**src/rtl/hilo_divider_if.sv**
```systemverilog
// Operand/funct/result bundle between the datapath controller and the HI/LO divide unit.
// The master drives operands and funct; the slave returns HI/LO plus busy/done status.
interface hilo_divider_if #(
  parameter int WIDTH = 32
);
  logic [WIDTH-1:0] dataA;
  logic [WIDTH-1:0] dataB;
  logic [5:0]       Signal;
  logic [WIDTH-1:0] HiOut;
  logic [WIDTH-1:0] LoOut;
  logic             busy;
  logic             done;

  // A start is a level on Signal sampled while idle; done pulses one cycle when HI/LO change.
  modport master (output dataA, dataB, Signal, input HiOut, LoOut, busy, done);
  modport slave  (input dataA, dataB, Signal, output HiOut, LoOut, busy, done);
endinterface

```
**src/rtl/hilo_divider.sv**
```systemverilog
// Multi-cycle restoring unsigned divider with HI/LO result registers (remainder/quotient).
// Optional shift-add unsigned multiply is enabled by defining HILO_MULTU_EN.
module hilo_divider #(
  parameter int          WIDTH       = 32,
  parameter logic [5:0]  DIVU_FUNCT  = 6'b011011
`ifdef HILO_MULTU_EN
  , parameter logic [5:0] MULTU_FUNCT = 6'b011001
`endif
) (
  input  logic          clk,
  input  logic          reset,
  hilo_divider_if.slave bus,
  output logic [1:0]    o_dbg_state
);

  localparam int              CW       = $clog2(WIDTH);
  localparam logic [CW-1:0]   LAST_CNT = CW'(WIDTH - 1);

  typedef enum logic [1:0] {
    S_IDLE   = 2'd0,
    S_RUN    = 2'd1,
    S_COMMIT = 2'd2
  } state_t;

  state_t           r_state;
  state_t           w_state_nxt;

  logic [WIDTH-1:0] r_rem;
  logic [WIDTH-1:0] r_quo;
  logic [WIDTH-1:0] r_divisor;
  logic [CW-1:0]    r_count;
  logic [WIDTH-1:0] r_hi;
  logic [WIDTH-1:0] r_lo;
  logic             r_done;

  logic             w_start;
  logic             w_busy;
  logic             w_iter;
  logic             w_commit;
  logic [WIDTH:0]   w_rem_sh;
  logic             w_ge;
  logic [WIDTH-1:0] w_diff;
  logic [WIDTH-1:0] w_rem_nxt;
  logic [WIDTH-1:0] w_quo_nxt;

`ifdef HILO_MULTU_EN
  logic             r_op_mul;
  logic             w_mul_code;
  logic [WIDTH:0]   w_sum;
  assign w_mul_code = (bus.Signal == MULTU_FUNCT);
  assign w_start    = (r_state == S_IDLE) && ((bus.Signal == DIVU_FUNCT) || w_mul_code);
`else
  assign w_start    = (r_state == S_IDLE) && (bus.Signal == DIVU_FUNCT);
`endif

  always_ff @(posedge clk) begin
    if (!reset) r_state <= S_IDLE;
    else        r_state <= w_state_nxt;
  end

  always_comb begin
    w_state_nxt = r_state;
    case (r_state)
      S_IDLE:   if (w_start) w_state_nxt = S_RUN;
      S_RUN:    if (r_count == LAST_CNT) w_state_nxt = S_COMMIT;
      S_COMMIT: w_state_nxt = S_IDLE;
      default:  w_state_nxt = S_IDLE;
    endcase
  end

  always_comb begin
    w_busy   = (r_state != S_IDLE);
    w_iter   = (r_state == S_RUN);
    w_commit = (r_state == S_COMMIT);
  end

  // One iteration: compare is WIDTH+1 wide; the subtract result always fits WIDTH bits.
  always_comb begin
    w_rem_sh  = {r_rem, r_quo[WIDTH-1]};
    w_ge      = (w_rem_sh >= {1'b0, r_divisor});
    w_diff    = w_rem_sh[WIDTH-1:0] - r_divisor;
    w_rem_nxt = w_ge ? w_diff : w_rem_sh[WIDTH-1:0];
    w_quo_nxt = {r_quo[WIDTH-2:0], w_ge};
`ifdef HILO_MULTU_EN
    // Multiply reuses the pair as {product_hi, multiplier}, shifting right each step.
    w_sum = {1'b0, r_rem} + (r_quo[0] ? {1'b0, r_divisor} : '0);
    if (r_op_mul) begin
      w_rem_nxt = w_sum[WIDTH:1];
      w_quo_nxt = {w_sum[0], r_quo[WIDTH-1:1]};
    end
`endif
  end

  always_ff @(posedge clk) begin
    if (!reset) begin
      r_rem     <= '0;
      r_quo     <= '0;
      r_divisor <= '0;
      r_count   <= '0;
      r_hi      <= '0;
      r_lo      <= '0;
      r_done    <= 1'b0;
`ifdef HILO_MULTU_EN
      r_op_mul  <= 1'b0;
`endif
    end else begin
      r_done <= w_commit;
      if (w_start) begin
        r_rem     <= '0;
        r_quo     <= bus.dataA;
        r_divisor <= bus.dataB;
        r_count   <= '0;
`ifdef HILO_MULTU_EN
        r_op_mul  <= w_mul_code;
`endif
      end else if (w_iter) begin
        r_rem   <= w_rem_nxt;
        r_quo   <= w_quo_nxt;
        r_count <= r_count + 1'b1;
      end
      if (w_commit) begin
        r_hi <= r_rem;
        r_lo <= r_quo;
      end
    end
  end

  assign bus.HiOut   = r_hi;
  assign bus.LoOut   = r_lo;
  assign bus.busy    = w_busy;
  assign bus.done    = r_done;
  assign o_dbg_state = r_state;

endmodule

```
**src/flat_wrapper.sv**
```systemverilog
// flat-port wrapper written by rule: the top's interface ports become plain ports
module hilo_divider_flat 
#(
  parameter int          WIDTH       = 32,
  parameter logic [5:0]  DIVU_FUNCT  = 6'b011011

)
  (clk, reset, o_dbg_state, bus_dataA, bus_dataB, bus_Signal, bus_HiOut, bus_LoOut, bus_busy, bus_done);
  hilo_divider_if #(.WIDTH(WIDTH)) bus_i ();
  input  logic clk;
  input  logic reset;
  output logic [1:0] o_dbg_state;
  input wire logic [$bits(bus_i.dataA)-1:0] bus_dataA;
  input wire logic [$bits(bus_i.dataB)-1:0] bus_dataB;
  input wire logic [$bits(bus_i.Signal)-1:0] bus_Signal;
  output wire logic [$bits(bus_i.HiOut)-1:0] bus_HiOut;
  output wire logic [$bits(bus_i.LoOut)-1:0] bus_LoOut;
  output wire logic [$bits(bus_i.busy)-1:0] bus_busy;
  output wire logic [$bits(bus_i.done)-1:0] bus_done;
  assign bus_i.dataA = bus_dataA;
  assign bus_i.dataB = bus_dataB;
  assign bus_i.Signal = bus_Signal;
  assign bus_HiOut = bus_i.HiOut;
  assign bus_LoOut = bus_i.LoOut;
  assign bus_busy = bus_i.busy;
  assign bus_done = bus_i.done;
  hilo_divider #(.WIDTH(WIDTH), .DIVU_FUNCT(DIVU_FUNCT)) u_core (.clk(clk), .reset(reset), .bus(bus_i), .o_dbg_state(o_dbg_state));
endmodule
```
**config.mk**
```make
export PLATFORM = sky130hd
export DESIGN_NAME = hilo_divider_flat
export DESIGN_NICKNAME = d
export VERILOG_FILES = /design/src/rtl/hilo_divider_if.sv /design/src/rtl/hilo_divider.sv /design/src/flat_wrapper.sv
export SDC_FILE = /design/constraint.sdc
export NUM_CORES = 1
export LEC_CHECK = 0
export ABC_AREA = 1
export BUFFER_PORTS_ARGS = -buffer_cell sky130_fd_sc_hd__buf_2
export CAP_MARGIN = 30
export CORE_MARGIN = 3
export CORE_UTILIZATION = 52
export DETAILED_ROUTE_END_ITERATION = 8
export GPL_ROUTABILITY_DRIVEN = 0
export PLACE_DENSITY = 0.77
export RECOVER_POWER = 50
export SETUP_SLACK_MARGIN = 0.2
export SLEW_MARGIN = 20
export SYNTH_ARGS = -nofsm -noshare
export SYNTH_HDL_FRONTEND = slang
export SYNTH_SLANG_ARGS = --single-unit
```
**constraint.sdc**
```tcl
create_clock -name clk -period 2.1 [get_ports clk]
set_input_delay 0 -clock clk [delete_from_list [all_inputs] [get_ports clk]]
set_output_delay 0 -clock clk [all_outputs]
set_load 0.02 [all_outputs]
```
======== Yosys cells after proc, flatten, opt, wreduce, memory -nomap -nowiden ========
Index checks and enable logic that the tools add are counted.
word-level totals
  register bits after elaboration ......... 168
  bits of input ports ..................... 72
  output and inout bits ................... 68
operators by class
  reductions and logical operators ........ 6
  bitwise gates (word level) .............. 1
  muxes and demuxes ....................... 6
  magnitude comparators ................... 1
  eq/ne operators ......................... 6
  add/subtract/negate cells ............... 2
operators by type and width
  kind                 number
  $mux 32              3
  $ge 33x32->1         1
  $sub 32x32->32       1
  $eq 6x5->1 const B   1
  $add 5x1->5 const B  1
  $eq 5x5->1 const B   1
  $mux 2               2
  $pmux 2 s2           1
  $reduce_bool 2->1    2
  $eq 2x1->1 const B   1
  $eq 2x2->1 const B   1
  $logic_not 2->1      1
  $ne 2x1->1 const B   1
  $ne 2x2->1 const B   1
  $reduce_and 2->1     1
  $reduce_or 2->1      1
  $logic_and 1x1->1    1
  $not 1->1            1

======== Depth between registers and ports, before layout ========
  depth in word-level cells ............... 4
  gate-level depth with buffers ........... 17

======== Worst setup path after synthesis ========
No wires, ideal clock.
  path kind ............................... register to register
  start ................................... register u_core.r_quo[31]
  end ..................................... register u_core.r_rem[28]
  stages on the path, launching flop included .. 17
  path buffers ............................ 0
  arrival ................................. 1.838 ns
  path slack .............................. 0.142 ns
  data required time ...................... 1.980 ns
  clock period less this slack ............ 1.958 ns
  cells stage by stage .................... dfxtp_1 -> inv_1 -> ha_1 -> inv_1 -> fa_1 -> nand3_1 -> nand3_1 -> nand2_1 -> nand2_1 -> nand2_1 -> nand2_1 -> nand2_1 -> nand2_1 -> nand2_1 -> nand3_1 -> nand2_1 -> a21oi_2
between the ends
  word-level cells in the longest chain between the ends .. 2
  elaborated cells on any way between the ends .. 3
  those cells by class .................... 1 x add/sub; 1 x order compare; 1 x mux
RTL lines
  what                                            line                                    RTL
  start, declared                                 hilo_divider.sv:29                      logic [WIDTH-1:0] r_quo;
  start signal, assigned                          hilo_divider.sv:110                     r_quo <= bus.dataA;
  start signal, assigned                          hilo_divider.sv:118                     r_quo <= w_quo_nxt;
  $sub 32x32->32 or $ge 33x32->1 (tied branches)  hilo_divider.sv:81, hilo_divider.sv:80
  $mux 32 *                                       hilo_divider.sv:82                      w_rem_nxt = w_ge ? w_diff : w_rem_sh[WIDTH-1:0];
  end signal, assigned                            hilo_divider.sv:117                     r_rem <= w_rem_nxt;
  end, declared                                   hilo_divider.sv:28                      logic [WIDTH-1:0] r_rem;
Mark *: on every way between the ends. The rest lies on a longest branch, timed or not.
A chain may end at the register's enable or synchronous reset.

======== Final worst setup path ========
  start ................................... register u_core.r_divisor[15]
  end ..................................... register u_core.r_rem[28]
between the ends
  word-level cells in the longest chain between the ends .. 2
  elaborated cells on any way between the ends .. 3
  those cells by class .................... 1 x add/sub; 1 x order compare; 1 x mux
RTL lines
  what                                            line                                    RTL
  start, declared                                 hilo_divider.sv:30                      logic [WIDTH-1:0] r_divisor;
  start signal, assigned                          hilo_divider.sv:111                     r_divisor <= bus.dataB;
  $sub 32x32->32 or $ge 33x32->1 (tied branches)  hilo_divider.sv:81, hilo_divider.sv:80
  $mux 32 *                                       hilo_divider.sv:82
Marks and branches as above.

==> report_table.html <==
<table>
<tr><th>Metric</th><th>Value</th></tr>
<tr><th colspan="2">Logic synthesis</th></tr>
<tr><td>Count of flip-flops with a built-in enable after synthesis</td><td>0</td></tr>
<tr><td>Flip-flop cell with the highest count after synthesis</td><td>dfxtp_1</td></tr>
<tr><td>Post-Synthesis Mean Instance Area</td><td>6.623 sq um</td></tr>
<tr><td>Number of instances in the synthesized netlist</td><td>1,386</td></tr>
<tr><td>Leading post-synthesis cells by cell area</td><td>dfxtp_1, nand2_1, inv_1</td></tr>
<tr><td>Cell Area, Synth</td><td>9180 sq um</td></tr>
<tr><td>Total of warnings raised by yosys</td><td>0</td></tr>
<tr><td>Post-synthesis cell type with the largest combined area</td><td>dfxtp_1</td></tr>
<tr><td>Nets in the synthesized netlist</td><td>1,493</td></tr>
<tr><td>Synthesis-stage register bit count</td><td>168</td></tr>
<tr><td>Fraction of the yosys area taken by sequential cells</td><td>36.64%</td></tr>
<tr><td>Ys async rst share</td><td>0%</td></tr>
<tr><td>Unique masters post-synth</td><td>34</td></tr>
<tr><td>Post-synth top area share</td><td>36.64%</td></tr>
<tr><th colspan="2">Pwr</th></tr>
<tr><td>Fraction of power consumed by sequential logic</td><td>32.4%</td></tr>
<tr><td>Total power divided by cell area</td><td>755.2 nW/um^2</td></tr>
<tr><td>Int Pwr</td><td>0.006286 W</td></tr>
<tr><td>Standby leakage power</td><td>5.959 nW</td></tr>
<tr><td>Part of the power in the clock network</td><td>32.1%</td></tr>
<tr><td>Maximum vdd drop</td><td>0.7592 mV</td></tr>
<tr><td>Power after layout</td><td>0.009950 W</td></tr>
<tr><td>Switching power as a share of total power</td><td>36.82%</td></tr>
<tr><td>Part of the total power dissipated in combinational logic</td><td>35.5%</td></tr>
<tr><td>Switching power of the nets</td><td>0.003664 W</td></tr>
<tr><th colspan="2">Clocking</th></tr>
<tr><td>Clock buffer count from CTS</td><td>17</td></tr>
<tr><td>TritonCTS clock tree</td><td>yes</td></tr>
<tr><td>CTS root buf</td><td>clkbuf_16</td></tr>
<tr><td>Num Clock Sinks</td><td>168</td></tr>
<tr><td>Max Root-Sink Buffers</td><td>2</td></tr>
<tr><td>Worst skew pair latency</td><td>0.44 ns</td></tr>
<tr><td>Clock-pin slew on the worst setup and hold paths</td><td>0.08 ns</td></tr>
<tr><td>Deepest level of the CTS H-tree</td><td>4</td></tr>
<tr><th colspan="2">Routing</th></tr>
<tr><td>Count of nets left with antenna violations after detail routing</td><td>0</td></tr>
<tr><td>Via density</td><td>5.778</td></tr>
<tr><td>Detailed Route WL</td><td>34.13 mm</td></tr>
<tr><td>Via Count</td><td>10,970</td></tr>
<tr><td>Residual DRC</td><td>33</td></tr>
<tr><td>Iter 0 DRT Violations</td><td>1,381</td></tr>
<tr><td>Routed wire per std cell</td><td>17.98 microns</td></tr>
<tr><td>Number of detailed-route iterations in the first pass</td><td>9</td></tr>
<tr><th colspan="2">Floorplan</th></tr>
<tr><td>Die outline area</td><td>19,280 sq um</td></tr>
<tr><td>Die span in y</td><td>138.9 microns</td></tr>
<tr><td>Area of the core region</td><td>16,940 sq um</td></tr>
<tr><td>Die Span X</td><td>138.9 microns</td></tr>
<tr><td>I/O pin cnt</td><td>140</td></tr>
<tr><td>Site Rows</td><td>47</td></tr>
<tr><td>Initial core utilization</td><td>54.20%</td></tr>
<tr><th colspan="2">Critical path</th></tr>
<tr><td>Master of the slowest instance on the critical path</td><td>dfxtp_1</td></tr>
<tr><td>Crit path DAT</td><td>2.62 ns</td></tr>
<tr><td>Critical Path Most Common Cell</td><td>nand2_1</td></tr>
<tr><td>Worst R2R End</td><td>u_core.r_rem[28]</td></tr>
<tr><td>Crit path cell chain</td><td>inv_2 &gt; ha_4 &gt; nand2_1 &gt; nand2_1 &gt; inv_1 &gt; nand2_1 &gt; a21oi_1 &gt; nor2_1 &gt; nor2_2 &gt; nand3_1 &gt; nand3_2 &gt; nand2_2 &gt; a21oi_2</td></tr>
<tr><td>Number of cells on the worst reg-to-reg path</td><td>13</td></tr>
<tr><td>Kind of start point of the critical path</td><td>register</td></tr>
<tr><td>Worst-path maximum fanout</td><td>4</td></tr>
<tr><td>Worst R2R Start</td><td>u_core.r_divisor[15]</td></tr>
<tr><td>Worst stage delay on the critical path</td><td>0.33 ns</td></tr>
<tr><td>Startpoint-to-endpoint class of the critical path</td><td>register to register</td></tr>
<tr><td>Register-to-register path setup slack</td><td>-0.14 ns</td></tr>
<tr><td>Crit end category</td><td>register</td></tr>
<tr><td>Crit path required time</td><td>2.48 ns</td></tr>
<tr><th colspan="2">Timing</th></tr>
<tr><td>Final Skew</td><td>0.01235 ns</td></tr>
<tr><td>Worst max-slew margin expressed relative to the limit</td><td>46.61%</td></tr>
<tr><td>Pins over their slew limit</td><td>0</td></tr>
<tr><td>Maximum clock rate</td><td>446.4 MHz</td></tr>
<tr><td>Hold violation total from the final report</td><td>0</td></tr>
<tr><td>Unrepaired setup endpoints after global routing</td><td>yes</td></tr>
<tr><td>Fraction of the cycle the final worst path needs</td><td>106.7%</td></tr>
<tr><td>Minimum clock period</td><td>2.240 ns</td></tr>
<tr><td>Actual transition at the worst max-transition pin</td><td>0.8000 ns</td></tr>
<tr><td>Final setup violation count</td><td>33</td></tr>
<tr><td>Fin Setup TNS</td><td>-2.043 ns</td></tr>
<tr><td>Slack of the critical path</td><td>-0.1400 ns</td></tr>
<tr><th colspan="2">Min path</th></tr>
<tr><td>Endpoint with the worst hold slack</td><td>u_core.r_divisor[0]</td></tr>
<tr><td>Hold WC Path Type</td><td>input pin to register</td></tr>
<tr><td>Number of stages on the worst hold path</td><td>3</td></tr>
<tr><td>Startpoint of the most critical hold path</td><td>reset</td></tr>
<tr><th colspan="2">Placed design</th></tr>
<tr><td>Half-perimeter wire length of the detailed placement result</td><td>18.68 mm</td></tr>
<tr><td>Total of buffers placed on input and output ports</td><td>139</td></tr>
<tr><th colspan="2">Global route</th></tr>
<tr><td>Vias in the first global route</td><td>10,090</td></tr>
<tr><td>Gr usage total</td><td>30.69%</td></tr>
<tr><td>First-pass GRT wire length</td><td>49.54 mm</td></tr>
<tr><td>Total grt overflow</td><td>0</td></tr>
<tr><td>Initial antenna violation count</td><td>1</td></tr>
<tr><td>Maximum number of pins on one net before global-route repair</td><td>77</td></tr>
<tr><th colspan="2">Layout</th></tr>
<tr><td>Leading cell type in the layout, fill and taps excluded</td><td>nand2_1</td></tr>
<tr><td>Area of the multi-input gates</td><td>5968 sq um</td></tr>
<tr><td>Area used by sequential logic in the layout</td><td>3408 sq um</td></tr>
<tr><td>Number of nets in the finished design</td><td>1,772</td></tr>
<tr><td>Most used cells in the layout excluding fill and tap cells</td><td>nand2_1, dfxtp_1, nor2_1, inv_1, buf_4</td></tr>
<tr><td>Fill count</td><td>1,081</td></tr>
<tr><td>Area growth syn-to-layout</td><td>43.52%</td></tr>
<tr><td>Number of diodes</td><td>0</td></tr>
<tr><td>Ratio of cells with drive above 1 in the final layout</td><td>30.10%</td></tr>
<tr><th colspan="2">Outcome</th></tr>
<tr><td>Result of the run</td><td>complete, but fails checks</td></tr>
<tr><td>Violations in the final reports</td><td>DRC, setup timing</td></tr>
<tr><th colspan="2">Run</th></tr>
<tr><td>Max-cap violation count</td><td>0</td></tr>
</table>
## power by group through the flow
stage	sequential, W	combinational [W]	clock [W]
final	0.00322	0.00353	0.00320
after global routing	0.00323	0.00369	0.00334
after CTS	0.00322	0.00276	0.00319
after detailed placement	0.00329	0.00212	0
after global placement	0.00329	0.00209	0
after floorplan	0.00329	0.00156	0
## Yosys cell counts (2+ instances only)
| cell type | n |
|---|---|
| o21bai_1 | 2 |
| buf_6 | 9 |
| inv_2 | 6 |
| nand3b_1 | 23 |
| o21ai_0 | 98 |
| nor2_4 | 5 |
| and2_1 | 4 |
| nand2_1 | 407 |
| nand2_2 | 13 |
| inv_1 | 156 |
| nand3_1 | 69 |
| nand3_2 | 7 |
| clkbuf_1 | 46 |
| nand2_4 | 3 |
| nand4_1 | 8 |
| clkinv_1 | 7 |
| a21oi_2 | 7 |
| nor3_1 | 5 |
| ha_1 | 34 |
| xnor2_1 | 15 |
| nor2_2 | 9 |
| a21oi_1 | 90 |
| nor2_1 | 149 |
| dfxtp_1 | 168 |
| buf_2 | 6 |
| a31oi_1 | 32 |
## logic make-up after synthesis
group	count (synthesis)	share of synthesized area [%]
compound gates	232	13.60
flops	168	36.64
fa+ha+maj	35	4.852
buf+inv	231	10.39
xor+xnor	16	1.527
simple gates	704	33.00
## cell type report
| class | instances | area share (%) |
|---|---|---|
| multi-input combinational | 988 | 45.30 |
| sequential | 168 | 25.87 |
| timing repair buffer | 321 | 17.45 |
| inverter | 169 | 4.815 |
| clock buffer | 17 | 3.229 |
| tap | 220 | 2.089 |
| clock inverter | 15 | 1.254 |
## state kept, by name, indices dropped and copies added, names as in the netlist
signal,count
u_core.bus.HiOut,32
u_core.bus.LoOut,32
u_core.r_divisor,32
u_core.r_quo,32
u_core.r_rem,32
u_core.r_count,5
u_core.o_dbg_state,2
u_core.bus.done,1
## critical path: cells and delay by family (launching register included)
kind	cells	cell delay, ns
buf+inv	2	0.19
compound gates	2	0.36
flops	1	0.33
fa+ha+maj	1	0.26
simple gates	8	1.06
## through the flow
step	cells	hold slack, ns	utilization, %	area, sq um	setup WS, ns
3_3_place_gp	1750	0.2597	61.52	10420	-0.03570
5_1_grt	1898	0.09799	77.79	13180	-0.2324
2_1_floorplan	1386	0.1652	-	9183	0.2035
6_report	1898	0.07456	77.79	13180	-0.1400
4_1_cts	1881	0.03306	74.48	12610	0.07420
3_5_place_dp	1750	0.2602	61.52	10420	-0.06065
## routing by layer
layer  wire length (microns)  share of wire, %  GRT usage, %  vias to the layer above
met5                      54              0.16             0                        -
met4                    2267               6.6         13.18                        2
met3                    3377               9.9         6.586                      238
met2                   15400                45         50.70                      729
met1                   13040                38         38.84                     5032
li1                        -                 -             -                     4966
## worst max-delay path by stage
| stage | startpoint | to | slack (ns) | depth (start not counted) |
|---|---|---|---|---|
| finish | u_core.r_divisor[15] | u_core.r_rem[28] | -0.14 | 13 |
| CTS | u_core.r_rem[25] | u_core.r_rem[3] | 0.07 | 14 |
| global route | u_core.r_divisor[14] | u_core.r_rem[27] | -0.23 | 13 |
| global placement | u_core.r_divisor[20] | u_core.r_rem[28] | -0.04 | 15 |
| detailed placement | u_core.r_divisor[20] | u_core.r_rem[28] | -0.06 | 15 |
| floorplan | u_core.r_quo[31] | u_core.r_rem[28] | 0.20 | 16 |
## repair_timing
action / in CTS / in global routing
gates cloned: 3 / 1
gates resized for setup: 139 / 157
hold buffers: 64 / 0
setup endpoints to repair: 51 / 51
pin swaps: 55 / 77
setup buffers: 32 / 16
hold endpoints to repair: 64 / 0
Power figures use the tool's default switching activity.
